==> config.mk <==
export PLATFORM = sky130hd
export DESIGN_NAME = seg_scan_mux
export DESIGN_NICKNAME = d
export VERILOG_FILES = /design/src/rtl/seg_scan_mux.sv
export SDC_FILE = /design/constraint.sdc
export NUM_CORES = 1
export LEC_CHECK = 0
export ABC_CLOCK_PERIOD_IN_PS = 9000
export CORE_ASPECT_RATIO = 2
export CORE_MARGIN = 10
export CORE_UTILIZATION = 59
export DETAILED_ROUTE_END_ITERATION = 10
export GPL_ROUTABILITY_DRIVEN = 0
export GPL_TIMING_DRIVEN = 0
export PLACE_DENSITY_LB_ADDON = 0.2
export SYNTH_ARGS = -nofsm -noshare
export SYNTH_HDL_FRONTEND = slang
export SYNTH_SLANG_ARGS = --single-unit
==> constraint.sdc <==
create_clock -name clk_50M -period 9 [get_ports clk_50M]
set_input_delay 2.25 -clock clk_50M [delete_from_list [all_inputs] [get_ports clk_50M]]
set_output_delay 2.25 -clock clk_50M [all_outputs]
set_load 0.005 [all_outputs]
==> src/rtl/seg_scan_mux.sv <==
// seg_scan_mux: time-multiplexed seven-segment driver with anti-ghosting blanking, per-digit
// decimal points, leading-zero suppression and frame-aligned double buffering of display data.
module seg_scan_mux #(
    parameter int   DIGITS      = 4,
    parameter int   SCAN_DIV    = 1024,
    parameter int   BLANK_CYC   = 16,
    parameter logic CATH_ACTIVE = 1'b1
) (
    input  logic                clk_50M,
    input  logic                rst_button,
    input  logic [4*DIGITS-1:0] value,
    input  logic [DIGITS-1:0]   dp_in,
    input  logic                blank_lz,
    input  logic                load,
    output logic [7:0]          digit_seg,
    output logic [DIGITS-1:0]   digit_cath,
    output logic                frame_done
);
    localparam int CNT_W = $clog2(SCAN_DIV);
    localparam int IDX_W = $clog2(DIGITS);
    localparam logic [CNT_W-1:0] CNT_LAST  = CNT_W'(SCAN_DIV - 1);
    localparam logic [CNT_W-1:0] CNT_BLANK = CNT_W'(BLANK_CYC);
    localparam logic [IDX_W-1:0] IDX_LAST  = IDX_W'(DIGITS - 1);

    logic [CNT_W-1:0]    r_cnt;
    logic [IDX_W-1:0]    r_idx;
    logic [4*DIGITS-1:0] r_pendVal;
    logic [DIGITS-1:0]   r_pendDp;
    logic                r_pendBlz;
    logic                r_pending;
    logic [4*DIGITS-1:0] r_shadowVal;
    logic [DIGITS-1:0]   r_shadowDp;
    logic                r_shadowBlz;

    logic                w_slotEnd;
    logic                w_frameWrap;
    logic                w_blankSlot;
    logic [3:0]          w_nibble;
    logic                w_dp;
    logic                w_suppress;
    logic                w_higherZero;
    logic [7:0]          w_segNext;
    logic [DIGITS-1:0]   w_cathNext;

    function automatic logic [7:0] encodeHex(input logic [3:0] nib);
        logic [7:0] seg;
        case (nib)
            4'h0:    seg = 8'b11111100;
            4'h1:    seg = 8'b01100000;
            4'h2:    seg = 8'b11011010;
            4'h3:    seg = 8'b11110010;
            4'h4:    seg = 8'b01100110;
            4'h5:    seg = 8'b10110110;
            4'h6:    seg = 8'b10111110;
            4'h7:    seg = 8'b11100000;
            4'h8:    seg = 8'b11111110;
            4'h9:    seg = 8'b11110110;
            4'hA:    seg = 8'b11101110;
            4'hB:    seg = 8'b00111110;
            4'hC:    seg = 8'b10011100;
            4'hD:    seg = 8'b01111010;
            4'hE:    seg = 8'b10011110;
            default: seg = 8'b10001110;
        endcase
        return seg;
    endfunction

    assign w_slotEnd   = (r_cnt == CNT_LAST);
    assign w_frameWrap = w_slotEnd && (r_idx == IDX_LAST);
    assign w_blankSlot = (r_cnt < CNT_BLANK);

    always_ff @(posedge clk_50M) begin
        if (rst_button) begin
            r_cnt <= '0;
            r_idx <= '0;
        end else if (w_slotEnd) begin
            r_cnt <= '0;
            r_idx <= w_frameWrap ? '0 : r_idx + 1'b1;
        end else begin
            r_cnt <= r_cnt + 1'b1;
        end
    end

    // A load landing on the wrap cycle goes straight into the shadow so it is not a frame late.
    always_ff @(posedge clk_50M) begin
        if (rst_button) begin
            r_pendVal   <= '0;
            r_pendDp    <= '0;
            r_pendBlz   <= 1'b0;
            r_pending   <= 1'b0;
            r_shadowVal <= '0;
            r_shadowDp  <= '0;
            r_shadowBlz <= 1'b0;
        end else begin
            if (load) begin
                r_pendVal <= value;
                r_pendDp  <= dp_in;
                r_pendBlz <= blank_lz;
                r_pending <= 1'b1;
            end
            if (w_frameWrap) begin
                r_pending <= 1'b0;
                if (load) begin
                    r_shadowVal <= value;
                    r_shadowDp  <= dp_in;
                    r_shadowBlz <= blank_lz;
                end else if (r_pending) begin
                    r_shadowVal <= r_pendVal;
                    r_shadowDp  <= r_pendDp;
                    r_shadowBlz <= r_pendBlz;
                end
            end
        end
    end

    // Walk from the top digit down so w_higherZero means "this and every higher nibble is zero".
    always_comb begin
        w_nibble     = 4'h0;
        w_dp         = 1'b0;
        w_suppress   = 1'b0;
        w_higherZero = 1'b1;
        for (int i = DIGITS - 1; i >= 0; i--) begin
            w_higherZero = w_higherZero && (r_shadowVal[4*i +: 4] == 4'h0);
            if (r_idx == IDX_W'(i)) begin
                w_nibble   = r_shadowVal[4*i +: 4];
                w_dp       = r_shadowDp[i];
                w_suppress = r_shadowBlz && w_higherZero && (i != 0);
            end
        end
    end

    always_comb begin
        w_segNext  = 8'h00;
        w_cathNext = {DIGITS{~CATH_ACTIVE}};
        if (!w_blankSlot) begin
            w_segNext = (w_suppress ? 8'h00 : encodeHex(w_nibble)) | {7'b0000000, w_dp};
            for (int i = 0; i < DIGITS; i++) begin
                if (r_idx == IDX_W'(i)) begin
                    w_cathNext[i] = CATH_ACTIVE;
                end
            end
        end
    end

    always_ff @(posedge clk_50M) begin
        if (rst_button) begin
            digit_seg  <= 8'h00;
            digit_cath <= {DIGITS{~CATH_ACTIVE}};
            frame_done <= 1'b0;
        end else begin
            digit_seg  <= w_segNext;
            digit_cath <= w_cathNext;
            frame_done <= w_frameWrap;
        end
    end

endmodule

==> impl_metrics.json, run 1 <==
{
  "status": "finished, final reports clean",
  "drt_iter0_drc": 84,
  "synth_top_area_share_pct": 45.8,
  "wirelength_um": 6430,
  "crit_required_ps": 9220,
  "hpwl_um": 4780,
  "synth_async_sr_flop_share_pct": 0,
  "grt_pass1_vias": 2439,
  "area_growth_pct": 19.9,
  "postCtsSetupBuffers": 0,
  "die_area_sq_um": 8450,
  "grt_start_max_net_pins": 11,
  "yosys_register_bits": 68,
  "crit_arrival_ps": 3900,
  "cts_root_buf": "clkbuf_8",
  "dieHeight_um": 120,
  "grt_pass1_wl_um": 10800,
  "worst_setup_path_start_kind": "input pin",
  "finish.instance_area_sq_um": 3560,
  "setup_violations": 0,
  "path_clk_slew_ps": 70,
  "power.leakage_uw": 0.00141,
  "cts_buffer_depth": 2,
  "antenna_found_initial": 0,
  "hold_depth": 1,
  "cts_tree": "built",
  "fin_hold_ws_ps": 450,
  "worstHoldPathType": "flop to flop",
  "antenna_cells": 0,
  "fmax_ghz": 0.271,
  "crit_type": "input pin to flop",
  "dpl_cell_area_sq_um": 3390,
  "synth_cell_type_count": 47,
  "ant_nets": 0,
  "cts.sinks": 68,
  "grt_setup_unrepaired": "false",
  "synthTopCellsByCount": "68 x dfxtp_1, 41 x nor2_1, 31 x nand2_1",
  "clk_latency_ps": 350,
  "fin_nets": 404,
  "post_cts_resize_count": 0,
  "std_cell_rows": 36,
  "drive_gt1_share_pct": 9.41,
  "syn-cell-area_sq_um": 2970,
  "tightest_slew_ps": 704,
  "wl_per_cell_um": 15.0,
  "finalSetupTns_ps": 0,
  "ir_drop_v": 0.000145,
  "endpoint_kind": "flop",
  "synth_most_common_cell": "dfxtp_1",
  "maxCapViolations": 0,
  "cts_hold_buf": 0,
  "synth-edff-count": 0,
  "synth_ff_type": "dfxtp_1",
  "synthTopCellsByArea": "dfxtp_1 46%, mux2i_1 7.4%, nor2_1 5.2%",
  "ff2ff_path_depth": 13,
  "min_period_over_period_pct": 40.9,
  "relSlewSlack_pct": 53.1,
  "ioPinCount": 37,
  "firstDrtPassIters": 4,
  "critPathMaxFanout": 10,
  "cts_buffers": 9,
  "htreeDepth": 3,
  "seq_area_frac_synth_pct": 45.8,
  "report.final.slew_viol_count": 0,
  "finalHoldViolations": 0,
  "drc": 0,
  "syn_nets": 358,
  "via_count": 2341,
  "power_uw": 561,
  "coreArea_sq_um": 4860,
  "die_w_um": 70.2,
  "fin_crit_ps": 3680,
  "grt-ovfl-total": 0,
  "synthCells": 322,
  "viasPerCell": 5.46,
  "port_buffers": 35,
  "initial_core_util_pct": 61.1,
  "synth_top_area_cell": "dfxtp_1",
  "finClkSkew_ps": 10.3,
  "synth_area_per_cell_sq_um": 9.23,
  "yosys_warnings": 0,
  "power_density_nw_per_um2": 157,
  "track_usage_pct": 15.6
}
power breakdown:
| group | internal [uW] | switching [uW] | total (uW) | leakage (uW) |
|---|---|---|---|---|
| sequential | 308 | 2.18 | 310 | 0.000553 |
| combinational | 17.3 | 13.8 | 31.1 | 0.000768 |
| clock | 113 | 107 | 220 | 0.0000893 |
cells by family after synthesis:
kind of cell               Yosys count  synth area share (%)
AOI/OAI and AO/OA                   54                  12.3
xor gates and xnor gates             7                  2.06
adders and majority gates           12                  5.05
buffers and inverters               29                  3.87
DFF                                 68                  45.8
muxes                               30                  10.4
and+or+nand+nor                    122                  20.5
placed cells by master (no fill, tap or decap), types with 2 or more instances in the layout:
cell type        instances
dfxtp_1                 68
nor2_1                  41
clkdlybuf4s50_1         35
nand2_1                 31
o21ai_0                 24
mux2i_1                 22
nand2b_1                21
ha_1                    12
inv_1                   11
clkbuf_1                11
clkbuf_8                11
a21oi_1                  8
mux2_2                   8
and2_1                   7
buf_2                    5
a221oi_1                 5
buf_1                    4
xnor2_1                  4
nor3_1                   3
a211oi_1                 3
xor2_1                   3
a211o_1                  2
or4_4                    2
nand4_1                  2
nand3_1                  2
or3_1                    2
clkinv_2                 2
state kept, by name (all words and copies together) (netlist names), 2 cells and up:
signal       cells
r_cnt           10
r_idx            2
digit_cath       4
r_pendDp         4
r_pendVal       16
digit_seg        8
r_shadowDp       4
r_shadowVal     16
through the flow:
step                utilization, %  cells  setup slack [ps]
detailed placement            69.8    414              4930
global placement              69.8    414              4930
floorplan                        -    322              5600
CTS                           73.2    429              5300
global route                  73.2    429              5090
finish                        73.2    429              5320
worst paths after layout:
check	slack (ps)	endpoint	from
worst max-delay path	5320	r_shadowVal[4]	rst_button
worst min-delay path	450	r_cnt[0]	r_cnt[0]
worst max register to register	5470	digit_seg[4]	r_idx[0]
worst min register to register	450	r_cnt[0]	r_cnt[0]
critical path, stage by stage:
cell and delay, ps:
clkdlybuf4s50_1 580, clkbuf_1 310, clkbuf_1 440, nor2_1 150, nand2_1 100, o31ai_1 60
per-layer routing:
| metal | part of all wire (%) | routed length, um | global-route usage (%) | vias up |
|---|---|---|---|---|
| met5 | 0 | 0 | 0 | - |
| met4 | 3.2 | 204 | 8.81 | 0 |
| met3 | 3.2 | 208 | 5.08 | 17 |
| met2 | 54 | 3470 | 28.8 | 46 |
| met1 | 40 | 2540 | 14.5 | 1090 |
| li1 | - | - | - | 1188 |
final cells by class:
type | count | area [sq um]
multi-input combinational | 225 | 1500
timing repair buffer | 35 | 350
fill | 369 | 1300
clock inverter | 2 | 10.0
buffer | 18 | 73.8
inverter | 11 | 41.3
sequential | 68 | 1360
clock buffer | 13 | 159
tap | 57 | 71.3
No activity file was read; power rests on OpenSTA's default activity.
==> inputs of run 2 (changes only) <==
--- a/config.mk
+++ b/config.mk
@@ -5,10 +5,10 @@
 export SDC_FILE = /design/constraint.sdc
 export NUM_CORES = 1
 export LEC_CHECK = 0
-export ABC_CLOCK_PERIOD_IN_PS = 9000
+export ABC_CLOCK_PERIOD_IN_PS = 3200
 export CORE_ASPECT_RATIO = 2
 export CORE_MARGIN = 10
-export CORE_UTILIZATION = 59
+export CORE_UTILIZATION = 49
 export DETAILED_ROUTE_END_ITERATION = 10
 export GPL_ROUTABILITY_DRIVEN = 0
 export GPL_TIMING_DRIVEN = 0
==> constraint.sdc (replaced) <==
create_clock -name clk_50M -period 3.2 [get_ports clk_50M]
set_input_delay 0.8 -clock clk_50M [delete_from_list [all_inputs] [get_ports clk_50M]]
set_output_delay 0.8 -clock clk_50M [all_outputs]
set_load 0.005 [all_outputs]
==> run 2 against run 1 <==
Net effect:
- combinational power grew to 2.8 times the previous value
- setup slack worse by 5100 ps
- sequential power rose to 2.8 times the previous value
- clock skew decreased by 5.5 ps
- wire length up 0.79%
- final area increased by 5.0%
- die area rose by 16%
- critical path type is now flop to flop
- critical endpoint is now digit_seg[4]
==> impl_metrics.json, run 2 (same netlist as run 1, synthesis figures left out) <==
{
  "fin_util_pct": 62.8,
  "fill_cells": 502,
  "reg2reg_to": "digit_seg[4]",
  "track_usage_pct": 14.4,
  "maxCapViolations": 0,
  "grt_use_met1_pct": 14.2,
  "cts_tree": "built",
  "dpl_cell_area_sq_um": 3400,
  "critPathLaunch": "r_idx[0]",
  "wl_per_cell_um": 14.8,
  "setup_violations": 0,
  "crit_cells": 13,
  "drt_iter0_drc": 92,
  "report.final.slew_viol_count": 0,
  "worstPathCellList": "inv_1, ha_1, clkbuf_4, mux2_2, mux2_2, a22oi_2, inv_1, ha_1, nor2_1, nand2_1, o32ai_1, nor2_1, a221oi_1",
  "crit_slowest_cell": "mux2_2",
  "grt_start_max_net_pins": 12,
  "endpoint_kind": "flop",
  "status": "finished, final reports clean",
  "finalHoldViolations": 0,
  "cts_buffer_depth": 2,
  "met3_usage_pct": 4.71,
  "path_clk_slew_ps": 50,
  "power.leakage_uw": 0.00149,
  "coreArea_sq_um": 5960,
  "fmax_ghz": 0.331,
  "antenna_cells": 0,
  "grt-ovfl-total": 0,
  "dieHeight_um": 130,
  "power_density_nw_per_um2": 522,
  "std_cell_rows": 40,
  "via_count": 2312,
  "crit_arrival_ps": 3250,
  "grt_pass1_vias": 2266,
  "fin_crit_ps": 3030,
  "worst_setup_path_start_kind": "flop",
  "top_usage_layer": "met2",
  "initial_core_util_pct": 49.9,
  "critPathMaxFanout": 10,
  "cp_num_buf_inv": 3,
  "relSlewSlack_pct": 52.5,
  "die_w_um": 75.1,
  "largest_registers": "r_pendVal: 16 flops, r_shadowVal: 16 flops, r_cnt: 10 flops",
  "cts_buffers": 9,
  "die_area_sq_um": 9770,
  "finClkSkew_ps": 4.79,
  "regArea_sq_um": 1360,
  "cp_top_family": "compound AO/OA/AOI/OAI gates",
  "area_growth_pct": 25.9,
  "grt_pass1_wl_um": 10600,
  "crit_required_ps": 3420,
  "cts_root_buf": "clkbuf_16",
  "dp_cells": 420,
  "wirelength_um": 6480,
  "drc": 0,
  "final_common_cell": "dfxtp_1",
  "multi_input_area_sq_um": 1510,
  "ant_nets": 0,
  "finish.instance_area_sq_um": 3740,
  "min_period_over_period_pct": 94.5,
  "grt_use_met2_pct": 24.9,
  "stdcell_count": 439,
  "ff2ff_path_depth": 13,
  "tightest_slew_ps": 712,
  "viasPerCell": 5.27,
  "worstReg2RegStart": "r_idx[0]",
  "crit_type": "flop to flop",
  "fin_nets": 407,
  "cts.sinks": 68,
  "critPathCapture": "digit_seg[4]",
  "firstDrtPassIters": 4,
  "r2r_slack_ps": 170,
  "drive_gt1_share_pct": 11.4,
  "port_buffers": 35,
  "clk_latency_ps": 340,
  "final_cell_mix": "68 x dfxtp_1, 41 x nor2_1, 35 x clkdlybuf4s50_1, 31 x nand2_1, 24 x o21ai_0",
  "antenna_found_initial": 0,
  "ioPinCount": 37,
  "htreeDepth": 3,
  "worst_path_largest_cell_delay_ps": 350,
  "power_uw": 1950,
  "worstHoldPathType": "flop to flop",
  "hpwl_um": 4850,
  "ir_drop_v": 0.000434
}
==> run 2: cell count changes in the layout (fill, tap and decap cells not counted), sizes merged <==
cell	previous run	this run
clkinvlp	0	1
buf	9	11
bufinv	0	1
==> run 2: worst min path at each step <==
stage | depth (start not counted) | from | slack (ps) | endpoint
after floorplan | 1 | r_cnt[0] | 420 | r_cnt[0]
after global placement | 1 | r_cnt[0] | 430 | r_cnt[0]
after detailed placement | 1 | r_cnt[0] | 440 | r_cnt[0]
after CTS | 1 | r_cnt[0] | 450 | r_cnt[0]
after global routing | 1 | r_cnt[0] | 470 | r_cnt[0]
final | 1 | r_cnt[0] | 450 | r_cnt[0]
==> run 2: power by group <==
group / internal [uW] / switching (uW)
Sequential: 867 / 5.92
Clock: 642 / 352
Combinational: 48.7 / 37.7
Total: 1560 / 395
==> run 2: final cells by class <==
class	instances	share of cell area, %
clock buffers	12	6.86
inverters	11	1.10
multi-input cells	225	40.2
clock inverters	4	1.27
plain buffers	18	2.07
repair buffers	38	9.97
flip-flops and latches	68	36.4
well taps	63	2.11
==> run 2: metal layers <==
| layer | wire (um) | part of all wire (%) | up-vias |
|---|---|---|---|
| met5 | 0 | 0 | - |
| met4 | 165 | 2.5 | 0 |
| met3 | 245 | 3.8 | 18 |
| met2 | 3500 | 54 | 41 |
| met1 | 2560 | 40 | 1059 |
| li1 | - | - | 1194 |
==> run 2: through the flow <==
stage               setup WS (ps)  setup TNS, ps  hold WS (ps)
CTS                          26.7              0           451
finish                        175              0           447
floorplan                     315              0           418
global placement             -240           -358           431
global route                -6.77          -6.77           469
detailed placement           -268           -401           439
==> run 2: repair_timing <==
| item | 4_1_cts | 5_1_grt |
|---|---|---|
| gates cloned | 0 | 0 |
| setup buffers | 0 | 3 |
| resized for setup | 3 | 1 |
| endpoints found under the setup margin | 2 | 2 |
| hold buffers | 0 | 0 |
| pin swaps | 0 | 1 |
==> inputs of run 3 (changes only) <==
--- a/config.mk
+++ b/config.mk
@@ -16,3 +16,4 @@
 export SYNTH_ARGS = -nofsm -noshare
 export SYNTH_HDL_FRONTEND = slang
 export SYNTH_SLANG_ARGS = --single-unit
+export TNS_END_PERCENT = 20
==> results of run 3 <==
The final DEF is identical to that of run 2; final timing and power are the same.
